===== config.mk =====
export PLATFORM = sky130hd
export DESIGN_NAME = dbus_to_cbus_wb
export DESIGN_NICKNAME = d
export VERILOG_FILES = /design/src/rtl/dbus_to_cbus_wb_pkg.sv /design/src/rtl/dbus_to_cbus_wb_fifo.sv /design/src/rtl/dbus_to_cbus_wb.sv
export SDC_FILE = /design/constraint.sdc
export NUM_CORES = 1
export LEC_CHECK = 0
export BUFFER_PORTS_ARGS = -buffer_cell sky130_fd_sc_hd__clkbuf_2
export CAP_MARGIN = 0
export CELL_PAD_IN_SITES_DETAIL_PLACEMENT = 1
export CELL_PAD_IN_SITES_GLOBAL_PLACEMENT = 1
export CORE_MARGIN = 2
export CORE_UTILIZATION = 50
export CTS_BUF_LIST = sky130_fd_sc_hd__clkbuf_16
export DETAILED_ROUTE_END_ITERATION = 7
export HOLD_SLACK_MARGIN = 0.08
export PLACE_DENSITY_LB_ADDON = 0.1
export SLEW_MARGIN = 20
export SYNTH_ARGS = -nofsm -noshare
export SYNTH_HDL_FRONTEND = slang
export SYNTH_SLANG_ARGS = --single-unit

===== constraint.sdc =====
create_clock -name clk -period 6.57 [get_ports clk]
set_clock_uncertainty 0.1 [all_clocks]
set_input_delay 0.657 -clock clk [delete_from_list [all_inputs] [get_ports clk]]
set_output_delay 0.657 -clock clk [all_outputs]
set_load 0.05 [all_outputs]

===== src/rtl/dbus_to_cbus_wb_pkg.sv =====
// Shared DBus/CBus bundle types for the posted-write bridge.
// Also holds the write-buffer entry and CBus request builders.
package dbus_to_cbus_wb_pkg;

  typedef logic [3:0] axi_len_t;
  typedef logic [1:0] axi_burst_t;

  localparam axi_len_t   MLEN1           = 4'd0;
  localparam axi_burst_t AXI_BURST_FIXED = 2'b00;

  typedef enum logic [1:0] {
    IDLE,
    WDRAIN,
    READ,
    RESP
  } state_t;

  typedef struct packed {
    logic        valid;
    logic [31:0] addr;
    logic [2:0]  size;
    logic [7:0]  strobe;
    logic [63:0] data;
  } dbus_req_t;

  typedef struct packed {
    logic        addr_ok;
    logic        data_ok;
    logic [63:0] data;
  } dbus_resp_t;

  typedef struct packed {
    logic        valid;
    logic        is_write;
    logic [2:0]  size;
    logic [31:0] addr;
    logic [7:0]  strobe;
    logic [63:0] data;
    axi_len_t    len;
    axi_burst_t  burst;
  } cbus_req_t;

  typedef struct packed {
    logic        ready;
    logic        last;
    logic [63:0] data;
  } cbus_resp_t;

  typedef struct packed {
    logic [31:0] addr;
    logic [2:0]  size;
    logic [7:0]  strobe;
    logic [63:0] data;
  } wb_entry_t;

  function automatic cbus_req_t wr_req(wb_entry_t e);
    cbus_req_t r;
    r          = '0;
    r.valid    = 1'b1;
    r.is_write = 1'b1;
    r.size     = e.size;
    r.addr     = e.addr;
    r.strobe   = e.strobe;
    r.data     = e.data;
    r.len      = MLEN1;
    r.burst    = AXI_BURST_FIXED;
    return r;
  endfunction

  function automatic cbus_req_t rd_req(dbus_req_t d);
    cbus_req_t r;
    r       = '0;
    r.valid = 1'b1;
    r.size  = d.size;
    r.addr  = d.addr;
    r.len   = MLEN1;
    r.burst = AXI_BURST_FIXED;
    return r;
  endfunction

endpackage


===== src/rtl/dbus_to_cbus_wb_fifo.sv =====
// Circular write buffer with head and head-after-pop lookahead.
// next_data forwards wr_data when the only entry is being replaced.
module dbus_to_cbus_wb_fifo
  import dbus_to_cbus_wb_pkg::*;
#(
  parameter int DEPTH = 4
) (
  input  logic                   clk,
  input  logic                   reset,
  input  logic                   push,
  input  logic                   pop,
  input  wb_entry_t              wr_data,
  output wb_entry_t              head_data,
  output wb_entry_t              next_data,
  output logic                   full,
  output logic                   empty,
  output logic [$clog2(DEPTH):0] count
);
  localparam int PW = $clog2(DEPTH);
  localparam logic [PW:0] CNT_ONE  = {{PW{1'b0}}, 1'b1};
  localparam logic [PW:0] CNT_FULL = DEPTH[PW:0];

  wb_entry_t     mem [DEPTH];
  logic [PW-1:0] head;
  logic [PW-1:0] tail;
  logic [PW:0]   inc;
  logic [PW:0]   dec;

  assign inc = {{PW{1'b0}}, push};
  assign dec = {{PW{1'b0}}, pop};

  always_ff @(posedge clk) begin
    if (reset) begin
      head  <= '0;
      tail  <= '0;
      count <= '0;
    end else begin
      if (push) tail <= tail + PW'(1);
      if (pop)  head <= head + PW'(1);
      count <= count + inc - dec;
    end
  end

  always_ff @(posedge clk) begin
    if (push) mem[tail] <= wr_data;
  end

  assign head_data = mem[head];
  assign next_data = (count == CNT_ONE) ? wr_data
                                        : mem[head + PW'(1)];
  assign full  = (count == CNT_FULL);
  assign empty = (count == '0);

endmodule


===== src/rtl/dbus_to_cbus_wb.sv =====
// DBus-to-CBus bridge: posted stores drain in order, loads wait
// for an empty buffer, CBus request fields are registered.
module dbus_to_cbus_wb
  import dbus_to_cbus_wb_pkg::*;
#(
  parameter int DEPTH         = 4,
  parameter int REG_READ_DATA = 0
) (
  input  logic                   clk,
  input  logic                   reset,
  input  dbus_req_t              dreq,
  output dbus_resp_t             dresp,
  output cbus_req_t              dcreq,
  input  cbus_resp_t             dcresp,
  output logic                   wb_empty,
  output logic [$clog2(DEPTH):0] wb_count
);
  localparam int PW = $clog2(DEPTH);

  state_t      state;
  state_t      state_n;
  cbus_req_t   req_q;
  cbus_req_t   req_n;
  logic [63:0] rdata_q;
  logic        is_wr;
  logic        push;
  logic        pop;
  logic        fire;
  logic        full;
  logic        empty;
  logic [PW:0] count;
  wb_entry_t   in_e;
  wb_entry_t   head_e;
  wb_entry_t   next_e;

  assign is_wr = |dreq.strobe;
  assign push  = dreq.valid & is_wr & ~full & ~reset;
  assign fire  = req_q.valid & dcresp.ready & dcresp.last;
  assign pop   = (state == WDRAIN) & fire;
  assign in_e  = '{dreq.addr, dreq.size, dreq.strobe, dreq.data};

  dbus_to_cbus_wb_fifo #(
    .DEPTH(DEPTH)
  ) u_fifo (
    .clk      (clk),
    .reset    (reset),
    .push     (push),
    .pop      (pop),
    .wr_data  (in_e),
    .head_data(head_e),
    .next_data(next_e),
    .full     (full),
    .empty    (empty),
    .count    (count)
  );

  always_ff @(posedge clk) begin
    if (reset) begin
      state   <= IDLE;
      req_q   <= '0;
      rdata_q <= '0;
    end else begin
      state <= state_n;
      req_q <= req_n;
      if (state == READ && fire) rdata_q <= dcresp.data;
    end
  end

  always_comb begin
    state_n = state;
    req_n   = req_q;
    unique case (state)
      IDLE: begin
        if (!empty) begin
          state_n = WDRAIN;
          req_n   = wr_req(head_e);
        end else if (push) begin
          // empty buffer: issue the incoming store straight away
          state_n = WDRAIN;
          req_n   = wr_req(in_e);
        end else if (dreq.valid && !is_wr) begin
          state_n = READ;
          req_n   = rd_req(dreq);
        end
      end
      WDRAIN: begin
        if (fire) begin
          if (|count[PW:1] || push) begin
            req_n = wr_req(next_e);
          end else begin
            state_n = IDLE;
            req_n   = '0;
          end
        end
      end
      READ: begin
        if (fire) begin
          state_n = (REG_READ_DATA != 0) ? RESP : IDLE;
          req_n   = '0;
        end
      end
      RESP: begin
        state_n = IDLE;
      end
    endcase
  end

  always_comb begin
    dresp = '0;
    if (push) begin
      dresp.addr_ok = 1'b1;
      dresp.data_ok = 1'b1;
    end
    if (REG_READ_DATA == 0 && state == READ && fire) begin
      dresp.addr_ok = 1'b1;
      dresp.data_ok = 1'b1;
      dresp.data    = dcresp.data;
    end
    if (state == RESP) begin
      dresp.addr_ok = 1'b1;
      dresp.data_ok = 1'b1;
      dresp.data    = rdata_q;
    end
  end

  assign dcreq    = req_q;
  assign wb_empty = empty & (state != WDRAIN);
  assign wb_count = count;

endmodule


==> results of run 1 <==
[flip-flops by register name, indices dropped and copies added, names as in the netlist, named ones only]
signal	cells
u_fifo.tail	2
u_fifo.head	2
state	2
u_fifo.count	3
u_fifo.mem	428
rdata_q	64
dcreq	109
[layer usage]
metal	share of wire (%)	global-route usage, %
met5	0.078	0
met1	40	36.88
met2	50	47.09
met4	3.1	10.95
met3	7.1	5.683
[critical path: cells and delay by family]
kind,cells,cell delay (ns)
AO/OA/AOI/OAI,1,0.36
buffers and inverters,3,0.81
AND/OR/NAND/NOR,2,1.04
[final cells by class]
class | instances | area (um2)
Inverter | 11 | 41.29
Fill cell | 5419 | 22850
Clock buffer | 70 | 1752
Sequential cell | 612 | 16550
Antenna cell | 8 | 20.02
Multi-Input combinational cell | 1151 | 10610
Timing Repair Buffer | 383 | 2061
Tap cell | 748 | 935.9
Clock inverter | 56 | 274.0
[synthesized netlist by cell type (all sizes together)]
cell type | instances | share of area [%]
a211oi | 1 | 0.027
a21boi | 1 | 0.027
a21oi | 68 | 1.2
a221oi | 1 | 0.031
a22oi | 99 | 2.7
a311oi | 108 | 3.4
a31oi | 1 | 0.022
a32oi | 8 | 0.25
and2 | 7 | 0.16
and3 | 1 | 0.022
buf | 71 | 1.3
clkbuf | 101 | 1.4
conb | 1 | 0.013
dfxtp | 184 | 13
edfxtp | 428 | 46
fa | 1 | 0.072
ha | 12 | 0.54
inv | 11 | 0.15
mux2 | 107 | 4.3
mux4 | 214 | 17
nand2 | 307 | 4.1
nand2b | 1 | 0.022
nand3 | 1 | 0.018
nor2 | 120 | 1.6
nor2b | 3 | 0.067
nor3 | 1 | 0.036
nor4b | 1 | 0.031
o211a | 1 | 0.036
o211ai | 1 | 0.027
o21ai | 65 | 1.2
o221ai | 1 | 0.094
o31ai | 2 | 0.054
or2 | 2 | 0.045
or3 | 2 | 0.045
or4 | 3 | 0.11
or4b | 1 | 0.036
xnor2 | 2 | 0.063
xor2 | 2 | 0.063
[cells in the final DEF, fill, tap and decap left out, types with 3 or more instances in the layout]
cell	synthesis	final
a32oi_1	8	8
clkbuf_16	0	70
o21ai_0	65	65
inv_1	11	39
clkinv_1	0	18
dfxtp_4	0	4
nor2_1	118	118
ha_1	12	11
a21oi_1	67	67
clkbuf_2	0	353
nand2_1	307	306
inv_6	0	4
nor2b_1	3	3
a22oi_1	99	99
buf_4	12	23
a311oi_1	108	108
mux2_2	107	107
diode_2	0	8
buf_12	0	3
buf_6	0	3
dfxtp_1	184	180
mux4_2	214	214
clkinv_2	0	4
conb_1	1	6
and2_4	0	5
edfxtp_1	428	428
[where the power goes]
part / switching [mW] / internal, mW / total (mW)
sequential: 0.263 / 4.50 / 4.77
combinational: 2.39 / 0.935 / 3.32
clock: 1.53 / 1.97 / 3.49
[final timing paths]
| check | startpoint | end | cells past startpoint |
|---|---|---|---|
| hold reg to reg | rdata_q[14] | rdata_q[14] | 2 |
| setup reg to reg | state[1] | dcreq[80] | 8 |
| hold / removal | dcresp[10] | rdata_q[10] | 3 |
| setup / recovery | reset | dresp[65] | 6 |
[per-stage QoR]
stage / area [um2] / hold WS, ns / cells
5_1_grt: 32240 / 0.1932 / 3038
3_3_place_gp: 30170 / 0.3414 / 2904
6_report: 32250 / 0.2005 / 3039
4_1_cts: 32190 / 0.1775 / 3030
3_5_place_dp: 30170 / 0.3486 / 2904
2_1_floorplan: 27870 / 0.3366 / 1946
[kinds of logic after synthesis]
group	synth area share (%)
xor gates and xnor gates	0.1258
buffers and inverters	2.853
and+or+nand+nor	6.361
muxes	21.63
adders and majority gates	0.6109
DFF	59.37
other	0.01346
AOI/OAI and AO/OA	9.038
==> impl_results.md, run 1 <==
* DR iter-0 viols at 1451
* Port-buffer cells at 354
* Routed len/inst at approximately 27 um
* Total GRT Usage at between 20 and 30%
* Vias/cell at between 6 and 7
* Synth Warn # at 0
* Max FO, Critical Path at 55
* Initial antenna violation count at 12
* CTS tree: built
* HPWL Detailed at 47250 um
* Slack of the critical path at between 2 and 3 ns
* RSZ-0062 raised after global routing: no
* Worst slew pin tran at 1.090 ns
* IO Pins at about 360
* Die width at around 240 um
* Vias in the first global route at a little over 20000
* P_leak at 10.77 nW
* First-pass DRT Iterations at 5
* Clock sinks at 612
* Yosys cell types at 44
* Worst path slowest cell: nor2b_1
* Critical Path End Type: output pin
* Gpl congestion at 0.7825
* Clk_lat worst skew at around 0.6 ns
* Layout Nets at roughly 2400
* Avg Cell Area, Syn at between 10 and 15 um2
* Vias at about 19000
* Post-CTS Setup Bufs at 0
* Worst EP arrival at just under 3 ns
* # DRC at 0
* Placeable core area at about 55000 um2
* Initial core utilization at 50.56%
* Routed Antenna Nets at 0
* Drt total wl at 81640 um
* Clock root cell: clkbuf_16
* Outcome: finished, final reports clean
* Max incr delay on CP at ~0.83 ns
* Layout cells sized above 1 at roughly a third
* Final min period at 3.664 ns
* Max cap viols at 0
* Critical Path Start Type: input port
* Peak VDD IR at between 0.2 and 0.3 mV
* First-pass GRT wire length at 123300 um
* Pre-CTS WS at roughly 2.3 ns
* Fmax at about 270 MHz
* Largest net degree at the start of global routing at 131
* Post-synthesis sequential area ratio at around 59%
* Total Power at around 12 mW
* TritonCTS buffer count at 68
* Post-cts resize count at 0
* Site Rows at 86
* Final setup vio count at 0
* Total Die Area at roughly 58000 um2
* Fin util at 58.53%
* Worst relative slew slack at between 20% and 30%
* Fin crit share at a little under three fifths
* Tightest Hold Check Type: in2reg
* Setup tns final at 0 ns
* Critical Path, Cell by Cell: buf_6 -> nor2b_1 -> o221ai_4 -> inv_1 -> or3_1 -> clkbuf_2
* Grt ovf at 0
* CTS Buffer Depth at 3
* Area Growth Syn to Fin at 15.77%
* Vert. Die Dim at 240.0 um
* Mapped Area at 27850 um2
* Final Max Tran Viols at 0
* Worst Path Required at a little under 6 ns
* Clock slew at reported path FFs at 0.06 ns
* H-tree depth at 3
* Post-Syn Instances at 1941
* Seq cells post-synth at a little over 600
* Pwr Density at about 360 nW/um2
* Fin. Hold Viols at 0
* Register-to-Register Setup Slack at 2.92 ns
* Crit path kind: in2out
* Hold_buf cts at 0
(Power assumes the default switching activity.)
==> run 2, diff against run 1 <==
--- a/config.mk
+++ b/config.mk
@@ -5,12 +5,13 @@
 export SDC_FILE = /design/constraint.sdc
 export NUM_CORES = 1
 export LEC_CHECK = 0
+export ABC_AREA = 1
 export BUFFER_PORTS_ARGS = -buffer_cell sky130_fd_sc_hd__clkbuf_2
 export CAP_MARGIN = 0
 export CELL_PAD_IN_SITES_DETAIL_PLACEMENT = 1
 export CELL_PAD_IN_SITES_GLOBAL_PLACEMENT = 1
 export CORE_MARGIN = 2
-export CORE_UTILIZATION = 50
+export CORE_UTILIZATION = 44
 export CTS_BUF_LIST = sky130_fd_sc_hd__clkbuf_16
 export DETAILED_ROUTE_END_ITERATION = 7
 export HOLD_SLACK_MARGIN = 0.08
==> constraint.sdc (replaced) <==
create_clock -name clk -period 3.8 [get_ports clk]
set_clock_uncertainty 0.1 [all_clocks]
set_input_delay 0.38 -clock clk [delete_from_list [all_inputs] [get_ports clk]]
set_output_delay 0.38 -clock clk [all_outputs]
set_load 0.05 [all_outputs]
==> run 2 against run 1 <==
  * Via count up 56%
  * Largest cell class unchanged
  * Critical path type is now reg2out
  * Core utilization decreased by 5.5 points
  * Sequential cell count is the same
  * Critical endpoint unchanged
  * Clock-buffer cell count rose by 5
==> impl_results.md, run 2 <==
* Routed len/inst at about 20 um
* Fin crit share at around 85%
* Synth Warn # at 0
* Placed cell area at about 35000 um2
* RSZ-0062 raised after global routing: no
* Area Growth Syn to Fin at 19.96%
* Tightest Hold Check Type: in2reg
* H-tree depth at 3
* Crit path kind: reg2out
* Clk_lat worst skew at 0.62 ns
* Pwr Density at roughly 600 nW/um2
* Met3 wire len at ~6300 um
* Most frequent cells in the layout: nand2_1 (1620), edfxtp_1 (428), nor2_1 (411)
* Total GRT Usage at 29.47%
* TritonCTS buffer count at slightly above 70
* Post-synth top flop: edfxtp_1
* Setup tns final at 0 ns
* M1 WL at 48360 um
* CTS Buffer Depth at 3
* Critical Path End Type: output pin
* Total Power at approximately 23 mW
* Avg Cell Area, Syn at ~7.6 um2
* Port-buffer cells at 354
* Worst relative slew slack at between 20 and 30%
* Clock sinks at between 600 and 700
* Placeable core area at just over 70000 um2
* Grt ovf at 0
* Drt total wl at between 100000 and 150000 um
* Final setup vio count at 0
* Mapped Area at 32110 um2
* Cell total after placement at roughly 5300
* Most flops, register: u_fifo.mem
* Final min period at between 3 and 4 ns
* Final instance area at 38520 um2
* Vias at 29940
* R2R Path Start: state[0]
* Critical Path Start Type: flip-flop
* Yosys cell types at 37
* Hold Path Origin: reset
* Post-Syn Instances at about 4200
* Clock slew at reported path FFs at roughly 0.06 ns
* Total Die Area at between 70000 and 80000 um2
* Vert. Die Dim at approximately 270 um
* Peak VDD IR at slightly above 0.4 mV
* Gpl congestion at approximately 0.81
* Fmax at about 310 MHz
* CTS tree: built
* Max FO, Critical Path at 65
* Top cells by count, synth: nand2_1 (1623), edfxtp_1 (428), nor2_1 (415)
* Commonest non-fill, non-tap cell in the layout: nand2_1
* Finished Layout Cells at 5646
* Fin. Hold Viols at 0
* Layout Nets at between 4000 and 5000
* HPWL Detailed at roughly 63000 um
* Worst slew pin tran at about 1.1 ns
* Most frequent cell after synthesis: nand2_1
* Slack of the critical path at around 0.57 ns
* Site Rows at just under 100
* Vias/cell at ~5.3
* Worst EP arrival at approximately 2.8 ns
* First-pass DRT Iterations at 5
* Post-cts resize count at 0
* Uppermost routed layer: met5
* First-pass GRT wire length at 173100 um
* Vias in the first global route at between 30000 and 40000
* Final Max Tran Viols at 0
* Metal2 WL at between 50000 and 60000 um
* Max reg flops at 428
* Worst Path Required at approximately 3.3 ns
* Initial antenna violation count at 8
* DR iter-0 viols at 1941
* FFs w/ async S/R, synth at 0%
* Post-synthesis sequential area ratio at between 50 and 60%
* Routed Antenna Nets at 0
* Critical path origin: state[0]
* Layout cells sized above 1 at between 10% and 20%
* Post-synth EDFFs at around 430
* Pre-CTS WS at roughly 0.94 ns
* P_leak at 17.13 nW
* Initial core utilization at ~44%
* Die width at roughly 270 um
* Max cap viols at 0
* Synth area leader: edfxtp_1
* Seq cells post-synth at roughly 610
* Largest net degree at the start of global routing at about 240
* Main area contributors after synthesis: edfxtp_1 (40%), nand2_1 (19%), dfxtp_1 (11%), nor2_1 (4.9%), inv_1 (4.3%)
* Yosys top cell area share at around two fifths
* IO Pins at roughly 360
* # DRC at 0
* Clock root cell: clkbuf_16
* Outcome: finished, final reports clean
## run 2: layer usage
metal	up-vias	global-route usage [%]
met5	-	0
met4	6	9.697
met3	208	4.992
met2	796	50.59
met1	14560	37.71
li1	14370	-
## run 2: area by class of cell
class / instances / area (um2)
clock buffers: 75 / 1877
clock inverters: 56 / 387.9
inverters: 375 / 1418
well taps: 959 / 1200
diodes: 8 / 20.02
multi-input cells: 2976 / 12930
fillers: 9042 / 34070
repair buffers: 585 / 4146
flip-flops and latches: 612 / 16540
## run 2: worst paths after layout
| path | endpoint | slack (ns) | depth (start not counted) |
|---|---|---|---|
| max | dresp[65] | 0.57 | 6 |
| min | dcreq[62] | 0.36 | 5 |
| max reg2reg | dcreq[72] | 1.01 | 9 |
| min reg2reg | rdata_q[38] | 0.36 | 2 |
## run 2: repair_timing
item / CTS / global route
endpoints found under the hold margin: 492 / 0
setup buffers: 0 / 0
hold buffers: 171 / 0
## run 2: cell families (layout without fill, tap and decap cells)
group	Yosys count	count (layout)	share of synthesized area, %
AO/OA/AOI/OAI	646	646	10.61
adder cells (fa/ha/maj)	13	13	0.5299
other	1	14	0.01168
AND/OR/NAND/NOR	2310	2310	28.74
XOR/XNOR	1	1	0.02728
flip-flops	612	612	51.50
buffers and inverters	663	1091	8.580
## run 2: per-stage QoR
stage	util, %	hold slack, ns
4_1_cts	53.04	0.3502
3_3_place_gp	47.56	0.3516
3_5_place_dp	47.56	0.3558
6_report	53.07	0.3556
2_1_floorplan	-	0.3456
5_1_grt	53.06	0.3763
## run 2: power breakdown
| part | switching [mW] | internal [mW] | leakage [nW] | total [mW] |
|---|---|---|---|---|
| logic | 6.11 | 2.23 | 10.5 | 8.33 |
| clock network | 2.84 | 3.90 | 1.19 | 6.74 |
| registers | 0.364 | 7.75 | 5.39 | 8.12 |
## run 2: worst max-delay path: stages (launching register included)
cell      delay, ns
dfxtp_1        0.41
inv_1          0.13
ha_1           0.26
nand2_2        0.10
buf_4          0.57
nand3_1        0.36
clkbuf_2       0.33
